$ cat config.mk
export PLATFORM = sky130hd
export DESIGN_NAME = seg_scan_ctrl
export DESIGN_NICKNAME = d
export VERILOG_FILES = /design/src/rtl/seg_pkg.sv /design/src/rtl/seg_scan_timer.sv /design/src/rtl/seg_scan_ctrl.sv
export SDC_FILE = /design/constraint.sdc
export NUM_CORES = 1
export LEC_CHECK = 0
export BUFFER_PORTS_ARGS = -buffer_cell sky130_fd_sc_hd__buf_2
export CAP_MARGIN = 20
export CORE_ASPECT_RATIO = 0.75
export CORE_MARGIN = 4
export CORE_UTILIZATION = 60
export CTS_CLUSTER_SIZE = 16
export DETAILED_ROUTE_END_ITERATION = 8
export GPL_TIMING_DRIVEN = 1
export PLACE_DENSITY = 0.81
export SYNTH_ARGS = -nofsm -noshare
export SYNTH_HDL_FRONTEND = slang
export SYNTH_HIERARCHICAL = 1
export SYNTH_SLANG_ARGS = --single-unit
$ cat constraint.sdc
create_clock -name clk -period 6.3 [get_ports clk]
set_input_delay 0.315 -clock clk [delete_from_list [all_inputs] [get_ports clk]]
set_output_delay 0.315 -clock clk [all_outputs]
set_load 0.1 [all_outputs]
$ cat src/rtl/seg_pkg.sv
// Shared encodings for the 4-digit 7-segment scan controller:
// anode patterns, scan FSM states and per-slot digit selection helpers.
package seg_pkg;

  localparam logic [3:0] ANODE_OFF = 4'b1111;
  localparam logic [3:0] ANODE_D1  = 4'b0111;
  localparam logic [3:0] ANODE_D2  = 4'b1011;
  localparam logic [3:0] ANODE_D3  = 4'b1101;
  localparam logic [3:0] ANODE_D4  = 4'b1110;

  typedef enum logic {ST_BLANK, ST_SHOW} state_t;

  typedef logic [1:0] slot_t;

  function automatic logic [3:0] slot_anode(input slot_t s);
    logic [3:0] a;
    case (s)
      2'd0:    a = ANODE_D1;
      2'd1:    a = ANODE_D2;
      2'd2:    a = ANODE_D3;
      default: a = ANODE_D4;
    endcase
    return a;
  endfunction

  function automatic logic [3:0] slot_nibble(input logic [15:0] v, input slot_t s);
    logic [3:0] d;
    case (s)
      2'd0:    d = v[3:0];
      2'd1:    d = v[7:4];
      2'd2:    d = v[11:8];
      default: d = v[15:12];
    endcase
    return d;
  endfunction

endpackage

$ cat src/rtl/seg_scan_timer.sv
// Loadable up-counter with a terminal-count flag against a runtime limit.
module seg_scan_timer
  import seg_pkg::*;
#(
  parameter int CNT_W = 16
) (
  input  logic             clk,
  input  logic             reset_n,
  input  logic             ld,
  input  logic [CNT_W-1:0] ld_val,
  input  logic [CNT_W-1:0] limit,
  output logic             tc
);

  logic [CNT_W-1:0] cnt;

  always_ff @(posedge clk or negedge reset_n) begin
    if (!reset_n) begin
      cnt <= '0;
    end else if (ld) begin
      cnt <= ld_val;
    end else begin
      cnt <= cnt + 1'b1;
    end
  end

  assign tc = (cnt == limit);

endmodule

$ cat src/rtl/seg_scan_ctrl.sv
// 4-digit 7-segment scan scheduler: blank gap + ON slot per digit, with a
// single-entry pending buffer committed only at the end of each frame.
module seg_scan_ctrl
  import seg_pkg::*;
#(
  parameter int ON_CYCLES    = 50000,
  parameter int BLANK_CYCLES = 1000,
  parameter int CNT_W        = 16
) (
  input  logic        clk,
  input  logic        reset_n,
  input  logic        load_valid,
  input  logic [15:0] load_data,
  output logic        load_ready,
  input  logic [3:0]  digit_en,
  output logic [3:0]  anode,
  output logic [3:0]  one_digit,
  output logic        frame_done
);

  localparam logic [CNT_W-1:0] ON_LIM    = CNT_W'(ON_CYCLES - 1);
  localparam logic [CNT_W-1:0] BLANK_LIM = CNT_W'(BLANK_CYCLES - 1);

  state_t      state, nxt_state;
  slot_t       slot, nxt_slot;
  logic [15:0] pending, shown, nxt_shown;
  logic        pend_full, nxt_full;
  logic        accept, frame_end, commit;
  logic        tc;
  logic [CNT_W-1:0] limit;

  assign limit = (state == ST_BLANK) ? BLANK_LIM : ON_LIM;

  seg_scan_timer #(.CNT_W(CNT_W)) u_timer (
    .clk    (clk),
    .reset_n(reset_n),
    .ld     (tc),
    .ld_val ('0),
    .limit  (limit),
    .tc     (tc)
  );

  always_comb begin
    nxt_state = state;
    nxt_slot  = slot;
    frame_end = 1'b0;
    if (tc) begin
      if (state == ST_BLANK) begin
        nxt_state = ST_SHOW;
      end else begin
        nxt_state = ST_BLANK;
        nxt_slot  = slot_t'(slot + 2'd1);
        frame_end = (slot == 2'd3);
      end
    end
    // Commit only ever happens with ready low, so it can never collide with an accept.
    commit    = frame_end && pend_full;
    accept    = load_valid && load_ready;
    nxt_shown = commit ? pending : shown;
    nxt_full  = pend_full;
    if (commit) nxt_full = 1'b0;
    if (accept) nxt_full = 1'b1;
  end

  always_ff @(posedge clk or negedge reset_n) begin
    if (!reset_n) begin
      state      <= ST_BLANK;
      slot       <= '0;
      pending    <= '0;
      shown      <= '0;
      pend_full  <= 1'b0;
      load_ready <= 1'b1;
      frame_done <= 1'b0;
      anode      <= ANODE_OFF;
      one_digit  <= '0;
    end else begin
      state      <= nxt_state;
      slot       <= nxt_slot;
      if (accept) pending <= load_data;
      shown      <= nxt_shown;
      pend_full  <= nxt_full;
      load_ready <= ~nxt_full;
      frame_done <= frame_end;
      // Outputs are computed from next-state values so they line up with the registered state.
      anode      <= (nxt_state == ST_SHOW && digit_en[nxt_slot]) ? slot_anode(nxt_slot) : ANODE_OFF;
      one_digit  <= slot_nibble(nxt_shown, nxt_slot);
    end
  end

endmodule

==> results of run 1 <==
## flip-flops by register name, indices dropped and copies added (netlist names)
| register | flops |
|---|---|
| pending | 16 |
| shown | 16 |
| u_timer/cnt | 16 |
| anode | 4 |
| one_digit | 4 |
| slot | 2 |
| frame_done | 1 |
| load_ready | 1 |
| pend_full | 1 |
| state | 1 |
## kinds of logic (layout without fill, tap and decap cells)
group           after synthesis  after routing
fa+ha+maj                     2              2
buf+inv                      27             66
xor+xnor                     32             32
compound gates               31             31
mux                          37             37
other cells                   2             27
simple gates                 61             61
flops                        62             62
## final timing paths
check                             endpoint    startpoint  depth (start not counted)
max                               anode[1]         state                          9
min                        u_timer/cnt[12]       reset_n                          2
max reg2reg                       anode[1]         state                          9
min reg2reg                       shown[9]      shown[9]                          2
max in group asynchronous   u_timer/cnt[0]       reset_n                          2
min in group clk                pending[4]  load_data[4]                          2
## metrics by stage
step | instance area [um2] | util | instances | setup WS (ns)
CTS | 3460 | 0.748 | 375 | 3.30
global route | 3460 | 0.748 | 375 | 3.05
detailed placement | 3250 | 0.702 | 359 | 3.33
global placement | 3250 | 0.702 | 359 | 3.52
floorplan | 3070 | - | 279 | 3.79
finish | 3460 | 0.748 | 375 | 3.33
## report_power, final
group | total, mW | internal, mW | switching [mW]
sequential | 0.459 | 0.437 | 0.0219
combinational | 0.0673 | 0.0380 | 0.0294
clock | 0.375 | 0.222 | 0.153
total | 0.901 | 0.697 | 0.204
## cell type report
type / count / area [um2]
clock buffers: 10 / 128
clock inverters: 6 / 86.3
flip-flops and latches: 62 / 1560
inverters: 16 / 60.1
well taps: 57 / 71.3
repair buffers: 34 / 175
multi-input cells: 190 / 1380
fillers: 323 / 1160
## routing by layer
layer / wire length [um] / vias up
met5: 0 / -
met4: 101 / 0
met3: 282 / 12
met2: 2430 / 53
met1: 2760 / 947
li1: - / 970
## worst reg2reg max path, delay by kind of cell (launching register included)
family | cells | cell delay, ns
and+or+nand+nor | 3 | 0.77
muxes | 1 | 0.34
DFF | 1 | 0.61
AOI/OAI and AO/OA | 2 | 0.45
xor gates and xnor gates | 1 | 0.16
buffers and inverters | 2 | 0.54
## cells in the mapped netlist, drive strengths merged
library cell	count
buf	6
o21ai	17
and2	1
nor4	6
and4	1
dfstp	5
nand4b	1
ha	2
a31oi	1
mux2i	7
mux2	30
nand3	7
o31a	1
nand4	8
clkbuf	5
a221o	3
inv	16
nor3	3
nor2	7
nor2b	1
nand2b	1
o22ai	8
o22a	1
conb	2
xnor2	27
dfrtp	57
and3	3
xor2	5
nand2	22
## layout by cell type (no fill, tap or decap), drive strengths merged, types with 2 or more instances in the layout
cell / Yosys / routed
dfrtp: 57 / 57
buf: 6 / 34
mux2: 30 / 30
xnor2: 27 / 27
conb: 2 / 27
nand2: 22 / 22
o21ai: 17 / 17
inv: 16 / 16
clkbuf: 5 / 10
o22ai: 8 / 8
nand4: 8 / 8
nor2: 7 / 7
mux2i: 7 / 7
nand3: 7 / 7
nor4: 6 / 6
dfstp: 5 / 5
xor2: 5 / 5
a221o: 3 / 3
nor3: 3 / 3
and3: 3 / 3
clkinv: 0 / 3
ha: 2 / 2
bufinv: 0 / 2
==> impl_results.html, run 1 <==
<table>
<tr><th>Metric</th><th>Value</th></tr>
<tr><th colspan="2">Critical path</th></tr>
<tr><td>Slowest stage delay, CP</td><td>0.61 ns</td></tr>
<tr><td>Gate family responsible for the most delay along the worst path</td><td>simple AND/OR/NAND/NOR gates</td></tr>
<tr><td>Flop-to-flop setup slack</td><td>around 3.3 ns</td></tr>
<tr><td>CP max-delay cell</td><td>sky130_fd_sc_hd__dfrtp_1</td></tr>
<tr><td>Number of buffer and inverter instances along the worst setup path</td><td>2</td></tr>
<tr><td>CP Max Fanout</td><td>36</td></tr>
<tr><td>Startpoint class of the critical path</td><td>flip-flop</td></tr>
<tr><td>Worst Path Class, Setup</td><td>flip-flop to flip-flop</td></tr>
<tr><td>Element type at the critical path end</td><td>flip-flop</td></tr>
<tr><td>Cell-by-cell listing of the critical path</td><td>inv_1, xnor2_1, nand4_1, nor4_2, buf_4, nand2_1, mux2i_1, o22ai_1, o21ai_0</td></tr>
<tr><td>Data arrival, critical path</td><td>3.22 ns</td></tr>
<tr><td>WP data required</td><td>around 6.5 ns</td></tr>
<tr><th colspan="2">Die</th></tr>
<tr><td>Site Rows</td><td>21</td></tr>
<tr><td>Initial core utilization</td><td>0.644</td></tr>
<tr><td>Core area</td><td>0.00462 mm2</td></tr>
<tr><td>Area enclosed by the die boundary</td><td>0.00617 mm2</td></tr>
<tr><td>I/O pin count</td><td>33</td></tr>
<tr><td>Height of the die</td><td>between 60 and 70 um</td></tr>
<tr><td>Die X</td><td>slightly below 90 um</td></tr>
<tr><th colspan="2">Run</th></tr>
<tr><td>Max-capacitance violation count</td><td>0</td></tr>
<tr><th colspan="2">Final layout</th></tr>
<tr><td>Layout net count</td><td>about 340</td></tr>
<tr><td>Ratio of cells with drive above 1 in the final layout</td><td>0.299</td></tr>
<tr><td>Antenna Diode Count</td><td>0</td></tr>
<tr><td>Area grow syn2layout</td><td>16.2%</td></tr>
<tr><th colspan="2">Power and ir drop</th></tr>
<tr><td>Leakage power of the design</td><td>around 1.6 nW</td></tr>
<tr><td>Power after layout</td><td>about 900 uW</td></tr>
<tr><td>IR drop worst, VDD</td><td>about 0.26 mV</td></tr>
<tr><td>Power per cell area</td><td>around 260 mW/mm2</td></tr>
<tr><th colspan="2">Global routing</th></tr>
<tr><td>Met1 Resource Use GR</td><td>0.288</td></tr>
<tr><td>First-pass GRT wire length</td><td>9360 um</td></tr>
<tr><td>GRT met2 Usage</td><td>0.277</td></tr>
<tr><td>Via count of the first global-routing pass</td><td>1979</td></tr>
<tr><td>Overflow left after global routing</td><td>0</td></tr>
<tr><td>Most crowded layer after global routing</td><td>met1</td></tr>
<tr><td>Global-route usage over all layers</td><td>0.200</td></tr>
<tr><td>Initial antenna violation count</td><td>0</td></tr>
<tr><td>Pin count of the biggest net entering global routing</td><td>63</td></tr>
<tr><td>Global-route track usage on met3</td><td>0.0631</td></tr>
<tr><th colspan="2">Route</th></tr>
<tr><td>Wire length per cell after detailed routing</td><td>between 10 and 15 um</td></tr>
<tr><td>Total wire length after detailed routing</td><td>around 5600 um</td></tr>
<tr><td>Vias per inst</td><td>5.29</td></tr>
<tr><td>First-pass iteration count of the detailed router</td><td>4</td></tr>
<tr><td>Iter 0 DRT Violations</td><td>approximately 140</td></tr>
<tr><td>Via count</td><td>approximately 2000</td></tr>
<tr><td>Remaining antenna violation count</td><td>0</td></tr>
<tr><td>Residual DRC count</td><td>0</td></tr>
<tr><th colspan="2">Clock tree</th></tr>
<tr><td>Maximum clock insertion buffer count</td><td>2</td></tr>
<tr><td>Number of buffers inserted during clock tree synthesis</td><td>9</td></tr>
<tr><td>Post-CTS Setup Repair Bufs</td><td>0</td></tr>
<tr><td>CTS H-Tree Depth</td><td>3</td></tr>
<tr><td>CTS tree</td><td>built</td></tr>
<tr><td>Post_cts resized</td><td>0</td></tr>
<tr><td>Worst-path clk slew</td><td>~0.070 ns</td></tr>
<tr><td>Skew-Pair Late Insertion Delay</td><td>between 0.3 and 0.4 ns</td></tr>
<tr><td>Post-CTS Hold Buffers</td><td>0</td></tr>
<tr><td>TritonCTS sink count</td><td>slightly above 60</td></tr>
<tr><td>Clock root cell</td><td>sky130_fd_sc_hd__clkbuf_8</td></tr>
<tr><th colspan="2">Yosys</th></tr>
<tr><td>Part of the Yosys area used for sequential elements</td><td>0.523</td></tr>
<tr><td>Synth unique cells</td><td>38</td></tr>
<tr><td>Leading area contributor after synthesis</td><td>sky130_fd_sc_hd__dfrtp_1</td></tr>
<tr><td>Synthesized area divided by synthesized cell count</td><td>11.7 um2</td></tr>
<tr><td>Dominant combinational cell family by area after synthesis</td><td>multiplexers</td></tr>
<tr><td>Top cells by area in the synthesized netlist</td><td>sky130_fd_sc_hd__dfrtp_1, sky130_fd_sc_hd__mux2_2, sky130_fd_sc_hd__xnor2_1, sky130_fd_sc_hd__dfstp_2, sky130_fd_sc_hd__nand2_1</td></tr>
<tr><td>Count of warnings emitted by yosys</td><td>6</td></tr>
<tr><td>Flip-flop and latch count after synthesis</td><td>between 60 and 70</td></tr>
<tr><td>Synth Area in Adders</td><td>0.00840</td></tr>
<tr><td>Xor and xnor fraction of the mapped netlist area</td><td>0.0941</td></tr>
<tr><td>Synth top area share</td><td>0.479</td></tr>
<tr><td>Simple-gate share of the synthesized area</td><td>0.119</td></tr>
<tr><td>Mux contribution to synthesized area</td><td>0.138</td></tr>
<tr><td>Gate Count Post-Synth</td><td>254</td></tr>
<tr><td>Area of the mapped netlist</td><td>between 0.002 and 0.003 mm2</td></tr>
<tr><td>Fraction of the mapped netlist area in compound gates</td><td>0.0685</td></tr>
<tr><th colspan="2">Place</th></tr>
<tr><td>PortBufs</td><td>32</td></tr>
<tr><td>HPWL after detailed placement</td><td>3890 um</td></tr>
<tr><td>Final RePlAce weighted congestion</td><td>~0.85</td></tr>
<tr><th colspan="2">STA</th></tr>
<tr><td>Setup-failing EPs final</td><td>0</td></tr>
<tr><td>Pin slew with the least headroom to its limit</td><td>0.743 ns</td></tr>
<tr><td>Worst-case hold slack</td><td>~0.11 ns</td></tr>
<tr><td>Share of the clock period used by the worst path</td><td>0.472</td></tr>
<tr><td>Sum Neg Setup Slack</td><td>0 ns</td></tr>
<tr><td>Max Transition Viols Final</td><td>0</td></tr>
<tr><td>Final worst path period need</td><td>approximately 3.0 ns</td></tr>
<tr><td>Worst Clk Skew</td><td>~0.0075 ns</td></tr>
<tr><td>Final number of hold-violating endpoints</td><td>0</td></tr>
<tr><td>Max_slew headroom</td><td>0.505</td></tr>
<tr><td>Top achievable clock speed</td><td>0.336 GHz</td></tr>
<tr><td>RSZ-0062 raised after global routing</td><td>false</td></tr>
<tr><th colspan="2">Run status</th></tr>
<tr><td>Status</td><td>complete, no violations</td></tr>
<tr><th colspan="2">Worst hold path</th></tr>
<tr><td>Type of the tightest min-delay check</td><td>primary input to asynchronous set/reset pin</td></tr>
</table>
Power figures use the tool's default switching activity.
==> inputs of run 2 (changes only) <==
- CORE_UTILIZATION: 60 -> 52
- PLACE_DENSITY: 0.81 -> 0.75
- clock period: 6.3 -> 2.4 ns (I/O delays scaled with it)
==> impl_results.html, run 2 (synthesized netlist as in run 1, its figures left out) <==
<table>
<tr><th>Metric</th><th>Value</th></tr>
<tr><th colspan="2">Critical path</th></tr>
<tr><td>Startpoint class of the critical path</td><td>flip-flop</td></tr>
<tr><td>Element type at the critical path end</td><td>flip-flop</td></tr>
<tr><td>CP Max Fanout</td><td>16</td></tr>
<tr><td>Data arrival, critical path</td><td>2.53 ns</td></tr>
<tr><td>Cell-by-cell listing of the critical path</td><td>buf_4, xnor2_1, nand4_1, nor4_4, buf_4, nand4_4, buf_12, mux2_2, a221o_1</td></tr>
<tr><td>Gate family responsible for the most delay along the worst path</td><td>buffers and inverters</td></tr>
<tr><td>Slowest stage delay, CP</td><td>about 0.4 ns</td></tr>
<tr><td>Worst Path Class, Setup</td><td>flip-flop to flip-flop</td></tr>
<tr><td>Number of buffer and inverter instances along the worst setup path</td><td>3</td></tr>
<tr><td>CP max-delay cell</td><td>sky130_fd_sc_hd__dfrtp_1</td></tr>
<tr><td>Cell mode on critical path</td><td>sky130_fd_sc_hd__buf_4</td></tr>
<tr><td>WP data required</td><td>between 2 and 3 ns</td></tr>
<tr><th colspan="2">Final layout</th></tr>
<tr><td>Fill count</td><td>between 400 and 500</td></tr>
<tr><td>Final core utilization</td><td>0.689</td></tr>
<tr><td>Area of all placed cells without fillers</td><td>0.00375 mm2</td></tr>
<tr><td>Ratio of cells with drive above 1 in the final layout</td><td>0.337</td></tr>
<tr><td>Antenna Diode Count</td><td>0</td></tr>
<tr><td>Most common cell after layout, fill and taps aside</td><td>sky130_fd_sc_hd__dfrtp_1</td></tr>
<tr><td>Number of standard cells in the final layout excluding fillers</td><td>422</td></tr>
<tr><td>Layout net count</td><td>approximately 370</td></tr>
<tr><td>Commonest non-fill, non-tap cells in the layout</td><td>sky130_fd_sc_hd__dfrtp_1, sky130_fd_sc_hd__buf_2, sky130_fd_sc_hd__mux2_2</td></tr>
<tr><td>Largest registers in the final layout</td><td>pending x16, shown x16, u_timer/cnt x16</td></tr>
<tr><td>Area grow syn2layout</td><td>25.8%</td></tr>
<tr><th colspan="2">Worst hold path</th></tr>
<tr><td>Type of the tightest min-delay check</td><td>primary input to flip-flop</td></tr>
<tr><th colspan="2">Clock tree</th></tr>
<tr><td>Maximum clock insertion buffer count</td><td>2</td></tr>
<tr><td>CTS H-Tree Depth</td><td>3</td></tr>
<tr><td>Skew-Pair Late Insertion Delay</td><td>between 0.3 and 0.4 ns</td></tr>
<tr><td>CTS tree</td><td>built</td></tr>
<tr><td>TritonCTS sink count</td><td>62</td></tr>
<tr><td>Clock root cell</td><td>sky130_fd_sc_hd__clkbuf_8</td></tr>
<tr><td>Number of buffers inserted during clock tree synthesis</td><td>9</td></tr>
<tr><td>Worst-path clk slew</td><td>approximately 0.070 ns</td></tr>
<tr><th colspan="2">STA</th></tr>
<tr><td>Worst-case hold slack</td><td>about 0.013 ns</td></tr>
<tr><td>Final worst path period need</td><td>roughly 2.3 ns</td></tr>
<tr><td>Top achievable clock speed</td><td>roughly 0.43 GHz</td></tr>
<tr><td>RSZ-0062 raised after global routing</td><td>true</td></tr>
<tr><td>Max Transition Viols Final</td><td>0</td></tr>
<tr><td>Setup-failing EPs final</td><td>0</td></tr>
<tr><td>Final worst slack</td><td>~0.094 ns</td></tr>
<tr><td>Final number of hold-violating endpoints</td><td>0</td></tr>
<tr><td>Max_slew headroom</td><td>0.507</td></tr>
<tr><td>Sum Neg Setup Slack</td><td>0 ns</td></tr>
<tr><td>Pin slew with the least headroom to its limit</td><td>~0.74 ns</td></tr>
<tr><td>Share of the clock period used by the worst path</td><td>0.961</td></tr>
<tr><td>Worst Clk Skew</td><td>0.00948 ns</td></tr>
<tr><th colspan="2">Global routing</th></tr>
<tr><td>Initial antenna violation count</td><td>0</td></tr>
<tr><td>Global-route usage over all layers</td><td>0.187</td></tr>
<tr><td>Via count of the first global-routing pass</td><td>between 2000 and 2500</td></tr>
<tr><td>First-pass GRT wire length</td><td>between 9000 and 10000 um</td></tr>
<tr><td>Overflow left after global routing</td><td>0</td></tr>
<tr><td>Pin count of the biggest net entering global routing</td><td>63</td></tr>
<tr><th colspan="2">Place</th></tr>
<tr><td>Final RePlAce weighted congestion</td><td>0.865</td></tr>
<tr><td>Worst slack at placement</td><td>approximately 0.022 ns</td></tr>
<tr><td>HPWL after detailed placement</td><td>4120 um</td></tr>
<tr><td>Placed insts</td><td>a little under 400</td></tr>
<tr><td>PortBufs</td><td>32</td></tr>
<tr><td>Area after detailed placement</td><td>0.00343 mm2</td></tr>
<tr><th colspan="2">Die</th></tr>
<tr><td>Core area</td><td>about 0.0054 mm2</td></tr>
<tr><td>Die X</td><td>around 95 um</td></tr>
<tr><td>Initial core utilization</td><td>0.548</td></tr>
<tr><td>Height of the die</td><td>73.6 um</td></tr>
<tr><td>Site Rows</td><td>23</td></tr>
<tr><td>I/O pin count</td><td>33</td></tr>
<tr><td>Area enclosed by the die boundary</td><td>around 0.007 mm2</td></tr>
<tr><th colspan="2">Power and ir drop</th></tr>
<tr><td>Power after layout</td><td>2.27 mW</td></tr>
<tr><td>Leakage power of the design</td><td>1.77 nW</td></tr>
<tr><td>IR drop worst, VDD</td><td>~0.45 mV</td></tr>
<tr><td>Power per cell area</td><td>a little over 600 mW/mm2</td></tr>
<tr><th colspan="2">Route</th></tr>
<tr><td>Wire length per cell after detailed routing</td><td>around 14 um</td></tr>
<tr><td>Via count</td><td>2058</td></tr>
<tr><td>First-pass iteration count of the detailed router</td><td>4</td></tr>
<tr><td>Iter 0 DRT Violations</td><td>135</td></tr>
<tr><td>Vias per inst</td><td>around 5</td></tr>
<tr><td>Total wire length after detailed routing</td><td>~5800 um</td></tr>
<tr><td>Residual DRC count</td><td>0</td></tr>
<tr><td>Remaining antenna violation count</td><td>0</td></tr>
<tr><th colspan="2">Run</th></tr>
<tr><td>Max-capacitance violation count</td><td>0</td></tr>
<tr><th colspan="2">Run status</th></tr>
<tr><td>Status</td><td>complete, no violations</td></tr>
</table>
==> run 2: cell type report <==
type,count,area (um2),area share
Timing Repair Buffer,63,443,0.118
Clock inverter,6,62.6,0.0167
Clock buffer,10,128,0.0341
Multi-Input combinational cell,190,1400,0.374
Tap cell,75,93.8,0.0250
Inverter,16,60.1,0.0160
Sequential cell,62,1560,0.416
==> run 2: worst paths after layout <==
path                              start         endpoint  slack (ns)  depth (start not counted)
max                               state     one_digit[0]        0.09                          9
min                        load_data[0]       pending[0]        0.01                          2
max reg2reg                       state     one_digit[0]        0.09                          9
min reg2reg                    shown[9]         shown[9]        0.50                          2
max in group asynchronous       reset_n       load_ready        1.76                          3
min in group asynchronous       reset_n  u_timer/cnt[13]        0.31                          3
==> run 2: timing repair <==
action                                  4_1_cts  5_1_grt
hold buffers                                  7        3
endpoints found under the hold margin        63        3
endpoints found under the setup margin        1        7
pin swaps                                     1        5
setup buffers                                 0        2
resized for setup                             0        5
==> run 2: power by group <==
part           leakage, nW  switching (mW)  internal (mW)  total, mW
logic                0.897          0.0824          0.113      0.196
clock network        0.100           0.397          0.477      0.874
registers            0.773          0.0563           1.15       1.20
total                 1.77           0.536           1.74       2.27
==> run 2: layer usage <==
metal	global-route usage	part of all wire	routed length, um
met3	0.0696	0.053	310
met4	0.0631	0.012	72
met1	0.266	0.50	2890
met2	0.264	0.44	2560
met5	0	0	0
==> inputs of run 3 (changes only) <==
- ABC_AREA: not set -> 1
==> impl_results.html, run 3 <==
<table>
<tr><th>Metric</th><th>Value</th></tr>
<tr><th colspan="2">Run status</th></tr>
<tr><td>Status</td><td>complete, no violations</td></tr>
<tr><th colspan="2">Yosys</th></tr>
<tr><td>Synth Area in Adders</td><td>0.00829</td></tr>
<tr><td>Synthesized area divided by synthesized cell count</td><td>8.73 um2</td></tr>
<tr><td>Post-synth EDFFs</td><td>0</td></tr>
<tr><td>Part of the Yosys area used for sequential elements</td><td>0.516</td></tr>
<tr><td>Fraction of the mapped netlist area in compound gates</td><td>0.0319</td></tr>
<tr><td>Mux contribution to synthesized area</td><td>0.0597</td></tr>
<tr><td>Area of the mapped netlist</td><td>around 0.0030 mm2</td></tr>
<tr><td>Ys flop type</td><td>sky130_fd_sc_hd__dfrtp_1</td></tr>
<tr><td>Fraction of synthesis flops using an asynchronous set or reset pin</td><td>1.00</td></tr>
<tr><td>Most numerous cell in the Yosys netlist</td><td>sky130_fd_sc_hd__nand2_1</td></tr>
<tr><td>Top cells by area in the synthesized netlist</td><td>sky130_fd_sc_hd__dfrtp_1, sky130_fd_sc_hd__nand2_1, sky130_fd_sc_hd__nand3_1, sky130_fd_sc_hd__mux2_2, sky130_fd_sc_hd__xnor2_1</td></tr>
<tr><td>Xor and xnor fraction of the mapped netlist area</td><td>0.0522</td></tr>
<tr><td>Top cells by count, synth</td><td>sky130_fd_sc_hd__nand2_1, sky130_fd_sc_hd__dfrtp_1, sky130_fd_sc_hd__nand3_1</td></tr>
<tr><td>Leading area contributor after synthesis</td><td>sky130_fd_sc_hd__dfrtp_1</td></tr>
<tr><td>Synth top area share</td><td>0.472</td></tr>
<tr><td>Dominant combinational cell family by area after synthesis</td><td>simple AND/OR/NAND/NOR gates</td></tr>
<tr><td>Synth unique cells</td><td>29</td></tr>
<tr><td>Simple-gate share of the synthesized area</td><td>0.289</td></tr>
<tr><td>Gate Count Post-Synth</td><td>~350</td></tr>
<tr><td>Flip-flop and latch count after synthesis</td><td>62</td></tr>
<tr><td>Count of warnings emitted by yosys</td><td>6</td></tr>
<tr><th colspan="2">Die</th></tr>
<tr><td>Height of the die</td><td>roughly 74 um</td></tr>
<tr><td>Area enclosed by the die boundary</td><td>between 0.007 and 0.008 mm2</td></tr>
<tr><td>Die X</td><td>roughly 96 um</td></tr>
<tr><td>Initial core utilization</td><td>0.552</td></tr>
<tr><td>Site Rows</td><td>23</td></tr>
<tr><td>I/O pin count</td><td>33</td></tr>
<tr><td>Core area</td><td>0.00547 mm2</td></tr>
<tr><th colspan="2">Critical path</th></tr>
<tr><td>Startpoint class of the critical path</td><td>flip-flop</td></tr>
<tr><td>Element type at the critical path end</td><td>flip-flop</td></tr>
<tr><td>CP Max Fanout</td><td>14</td></tr>
<tr><td>Data arrival, critical path</td><td>around 2.4 ns</td></tr>
<tr><td>Worst Path Class, Setup</td><td>flip-flop to flip-flop</td></tr>
<tr><td>WP data required</td><td>around 2.7 ns</td></tr>
<tr><th colspan="2">Final layout</th></tr>
<tr><td>Area grow syn2layout</td><td>20.9%</td></tr>
<tr><td>Layout net count</td><td>445</td></tr>
<tr><td>Commonest non-fill, non-tap cells in the layout</td><td>sky130_fd_sc_hd__nand2_1, sky130_fd_sc_hd__dfrtp_1, sky130_fd_sc_hd__nand3_1</td></tr>
<tr><td>Ratio of cells with drive above 1 in the final layout</td><td>0.214</td></tr>
<tr><td>Most common cell after layout, fill and taps aside</td><td>sky130_fd_sc_hd__nand2_1</td></tr>
<tr><td>Fill count</td><td>445</td></tr>
<tr><td>Final core utilization</td><td>0.668</td></tr>
<tr><td>Register area</td><td>between 0.0015 and 0.002 mm2</td></tr>
<tr><td>Number of standard cells in the final layout excluding fillers</td><td>500</td></tr>
<tr><td>Footprint of the multi-input gates</td><td>between 0.001 and 0.0015 mm2</td></tr>
<tr><td>Largest registers in the final layout</td><td>pending x16, shown x16, u_timer/cnt x16</td></tr>
<tr><td>Antenna Diode Count</td><td>0</td></tr>
<tr><th colspan="2">Route</th></tr>
<tr><td>Total wire length after detailed routing</td><td>6330 um</td></tr>
<tr><td>Remaining antenna violation count</td><td>0</td></tr>
<tr><td>Vias per inst</td><td>4.87</td></tr>
<tr><td>Wire length per cell after detailed routing</td><td>approximately 13 um</td></tr>
<tr><td>Iter 0 DRT Violations</td><td>~140</td></tr>
<tr><td>First-pass iteration count of the detailed router</td><td>4</td></tr>
<tr><td>Residual DRC count</td><td>0</td></tr>
<tr><td>Via count</td><td>between 2000 and 2500</td></tr>
<tr><th colspan="2">Power and ir drop</th></tr>
<tr><td>Leakage power of the design</td><td>between 1.5 and 2 nW</td></tr>
<tr><td>IR drop worst, VDD</td><td>~0.42 mV</td></tr>
<tr><td>Sequential group share of total power</td><td>0.549</td></tr>
<tr><td>Part of the total power dissipated in the clock network</td><td>0.361</td></tr>
<tr><td>Combinational fraction of design power</td><td>0.091</td></tr>
<tr><td>Net switching power</td><td>roughly 570 uW</td></tr>
<tr><td>Internal power of the cells</td><td>approximately 1.6 mW</td></tr>
<tr><td>Power per cell area</td><td>around 600 mW/mm2</td></tr>
<tr><td>Net switching fraction of the power</td><td>0.259</td></tr>
<tr><th colspan="2">Clock tree</th></tr>
<tr><td>Skew-Pair Late Insertion Delay</td><td>around 0.34 ns</td></tr>
<tr><td>Worst-path clk slew</td><td>0.07 ns</td></tr>
<tr><td>Number of buffers inserted during clock tree synthesis</td><td>9</td></tr>
<tr><td>CTS tree</td><td>built</td></tr>
<tr><td>CTS H-Tree Depth</td><td>3</td></tr>
<tr><td>TritonCTS sink count</td><td>62</td></tr>
<tr><td>Maximum clock insertion buffer count</td><td>2</td></tr>
<tr><td>Clock root cell</td><td>sky130_fd_sc_hd__clkbuf_8</td></tr>
<tr><th colspan="2">Place</th></tr>
<tr><td>Worst slack at placement</td><td>0.183 ns</td></tr>
<tr><td>PortBufs</td><td>32</td></tr>
<tr><td>Final RePlAce weighted congestion</td><td>around 0.83</td></tr>
<tr><td>Placed insts</td><td>about 480</td></tr>
<tr><td>HPWL after detailed placement</td><td>approximately 4500 um</td></tr>
<tr><th colspan="2">Global routing</th></tr>
<tr><td>First-pass GRT wire length</td><td>10900 um</td></tr>
<tr><td>Global-route usage over all layers</td><td>0.203</td></tr>
<tr><td>Pin count of the biggest net entering global routing</td><td>40</td></tr>
<tr><td>Overflow left after global routing</td><td>0</td></tr>
<tr><td>Via count of the first global-routing pass</td><td>roughly 2300</td></tr>
<tr><td>Initial antenna violation count</td><td>0</td></tr>
<tr><th colspan="2">STA</th></tr>
<tr><td>Sum Neg Setup Slack</td><td>0 ns</td></tr>
<tr><td>Final number of hold-violating endpoints</td><td>0</td></tr>
<tr><td>Share of the clock period used by the worst path</td><td>0.890</td></tr>
<tr><td>Top achievable clock speed</td><td>0.468 GHz</td></tr>
<tr><td>Worst Clk Skew</td><td>~0.012 ns</td></tr>
<tr><td>Max_slew headroom</td><td>0.502</td></tr>
<tr><td>Final worst slack</td><td>between 0.2 and 0.3 ns</td></tr>
<tr><td>Worst-case hold slack</td><td>around 0.015 ns</td></tr>
<tr><td>Setup-failing EPs final</td><td>0</td></tr>
<tr><td>Max Transition Viols Final</td><td>0</td></tr>
<tr><td>Final worst path period need</td><td>about 2.1 ns</td></tr>
<tr><td>Pin slew with the least headroom to its limit</td><td>between 0.7 and 0.8 ns</td></tr>
<tr><th colspan="2">Run</th></tr>
<tr><td>Max-capacitance violation count</td><td>0</td></tr>
<tr><th colspan="2">Worst hold path</th></tr>
<tr><td>Type of the tightest min-delay check</td><td>primary input to flip-flop</td></tr>
</table>
-- run 3: cell types whose count changed in the layout (fill, tap and decap cells not counted), moves of 8 or more --
cell / previous run / this run
sky130_fd_sc_hd__buf_4: 19 / 4
sky130_fd_sc_hd__xnor2_1: 26 / 16
sky130_fd_sc_hd__o22ai_1: 8 / 0
sky130_fd_sc_hd__nand2_1: 22 / 120
sky130_fd_sc_hd__nand3_1: 6 / 39
sky130_fd_sc_hd__mux2_2: 29 / 16
sky130_fd_sc_hd__nor2_1: 7 / 18
-- run 3: layout make-up --
class / instances / area share
Tap cell: 75 / 0.0257
Multi-Input combinational cell: 282 / 0.400
Clock buffer: 9 / 0.0339
Sequential cell: 62 / 0.427
Inverter: 20 / 0.0206
Timing Repair Buffer: 45 / 0.0795
Clock inverter: 7 / 0.0137
-- run 3: stage by stage --
| stage | total power, mW | area [um2] |
|---|---|---|
| final | 2.21 | 3650 |
| after global placement | 1.40 | 3380 |
| after global routing | 2.32 | 3650 |
| after floorplan | 1.33 | 3120 |
| after detailed placement | 1.42 | 3380 |
| after CTS | 2.23 | 3630 |
-- run 3: path summary, 6_finish.rpt --
check	startpoint	to	slack, ns	cells after the start
setup / recovery	state	one_digit[2]	0.26	13
hold / removal	load_data[3]	pending[3]	0.01	2
setup reg to reg	state	one_digit[2]	0.26	13
hold reg to reg	shown[0]	shown[0]	0.47	2
max in group asynchronous	reset_n	anode[0]	1.41	3
min in group asynchronous	reset_n	pending[8]	0.31	2
-- run 3: routing by layer --
layer | vias up | track usage | wire length (um)
met2 | 70 | 0.269 | 2640
met3 | 7 | 0.0617 | 417
met5 | - | 0 | 0
met4 | 0 | 0.0615 | 76
met1 | 1124 | 0.317 | 3200
li1 | 1235 | - | -
-- run 3: cell families (layout without fill, tap and decap cells) --
family | count (synthesis) | count (layout)
buffers and inverters | 29 | 81
muxes | 16 | 16
xor gates and xnor gates | 18 | 18
AOI/OAI and AO/OA | 17 | 17
DFF | 62 | 62
adders and majority gates | 2 | 2
other | 2 | 29
and+or+nand+nor | 200 | 200
-- run 3: power groups by stage --
stage          Sequential [mW]  Combinational (mW)  Clock, mW
3_3_place_gp              1.22               0.184          0
6_report                  1.21               0.200      0.796
2_1_floorplan             1.21               0.121          0
3_5_place_dp              1.23               0.192          0
4_1_cts                   1.21               0.203      0.818
5_1_grt                   1.22               0.225      0.871
-- run 3: what timing repair did --
action / in CTS / in global routing
hold buffers: 8 / 0
resized for setup: 0 / 5
setup buffers: 0 / 0
setup endpoints to repair: 0 / 6
hold endpoints to repair: 29 / 0
-- run 3: critical path: stages (launching register included) --
cell,delay (ns)
sky130_fd_sc_hd__dfrtp_1,0.44
sky130_fd_sc_hd__inv_1,0.11
sky130_fd_sc_hd__xnor2_1,0.15
sky130_fd_sc_hd__nand3_1,0.08
sky130_fd_sc_hd__nor2_1,0.09
sky130_fd_sc_hd__nand2_1,0.06
sky130_fd_sc_hd__nor2_1,0.13
sky130_fd_sc_hd__buf_4,0.24
sky130_fd_sc_hd__nand2_4,0.10
sky130_fd_sc_hd__nand2_1,0.07
sky130_fd_sc_hd__nand2_1,0.13
sky130_fd_sc_hd__nor2_2,0.26
sky130_fd_sc_hd__nand2_1,0.10
sky130_fd_sc_hd__nand4_1,0.09
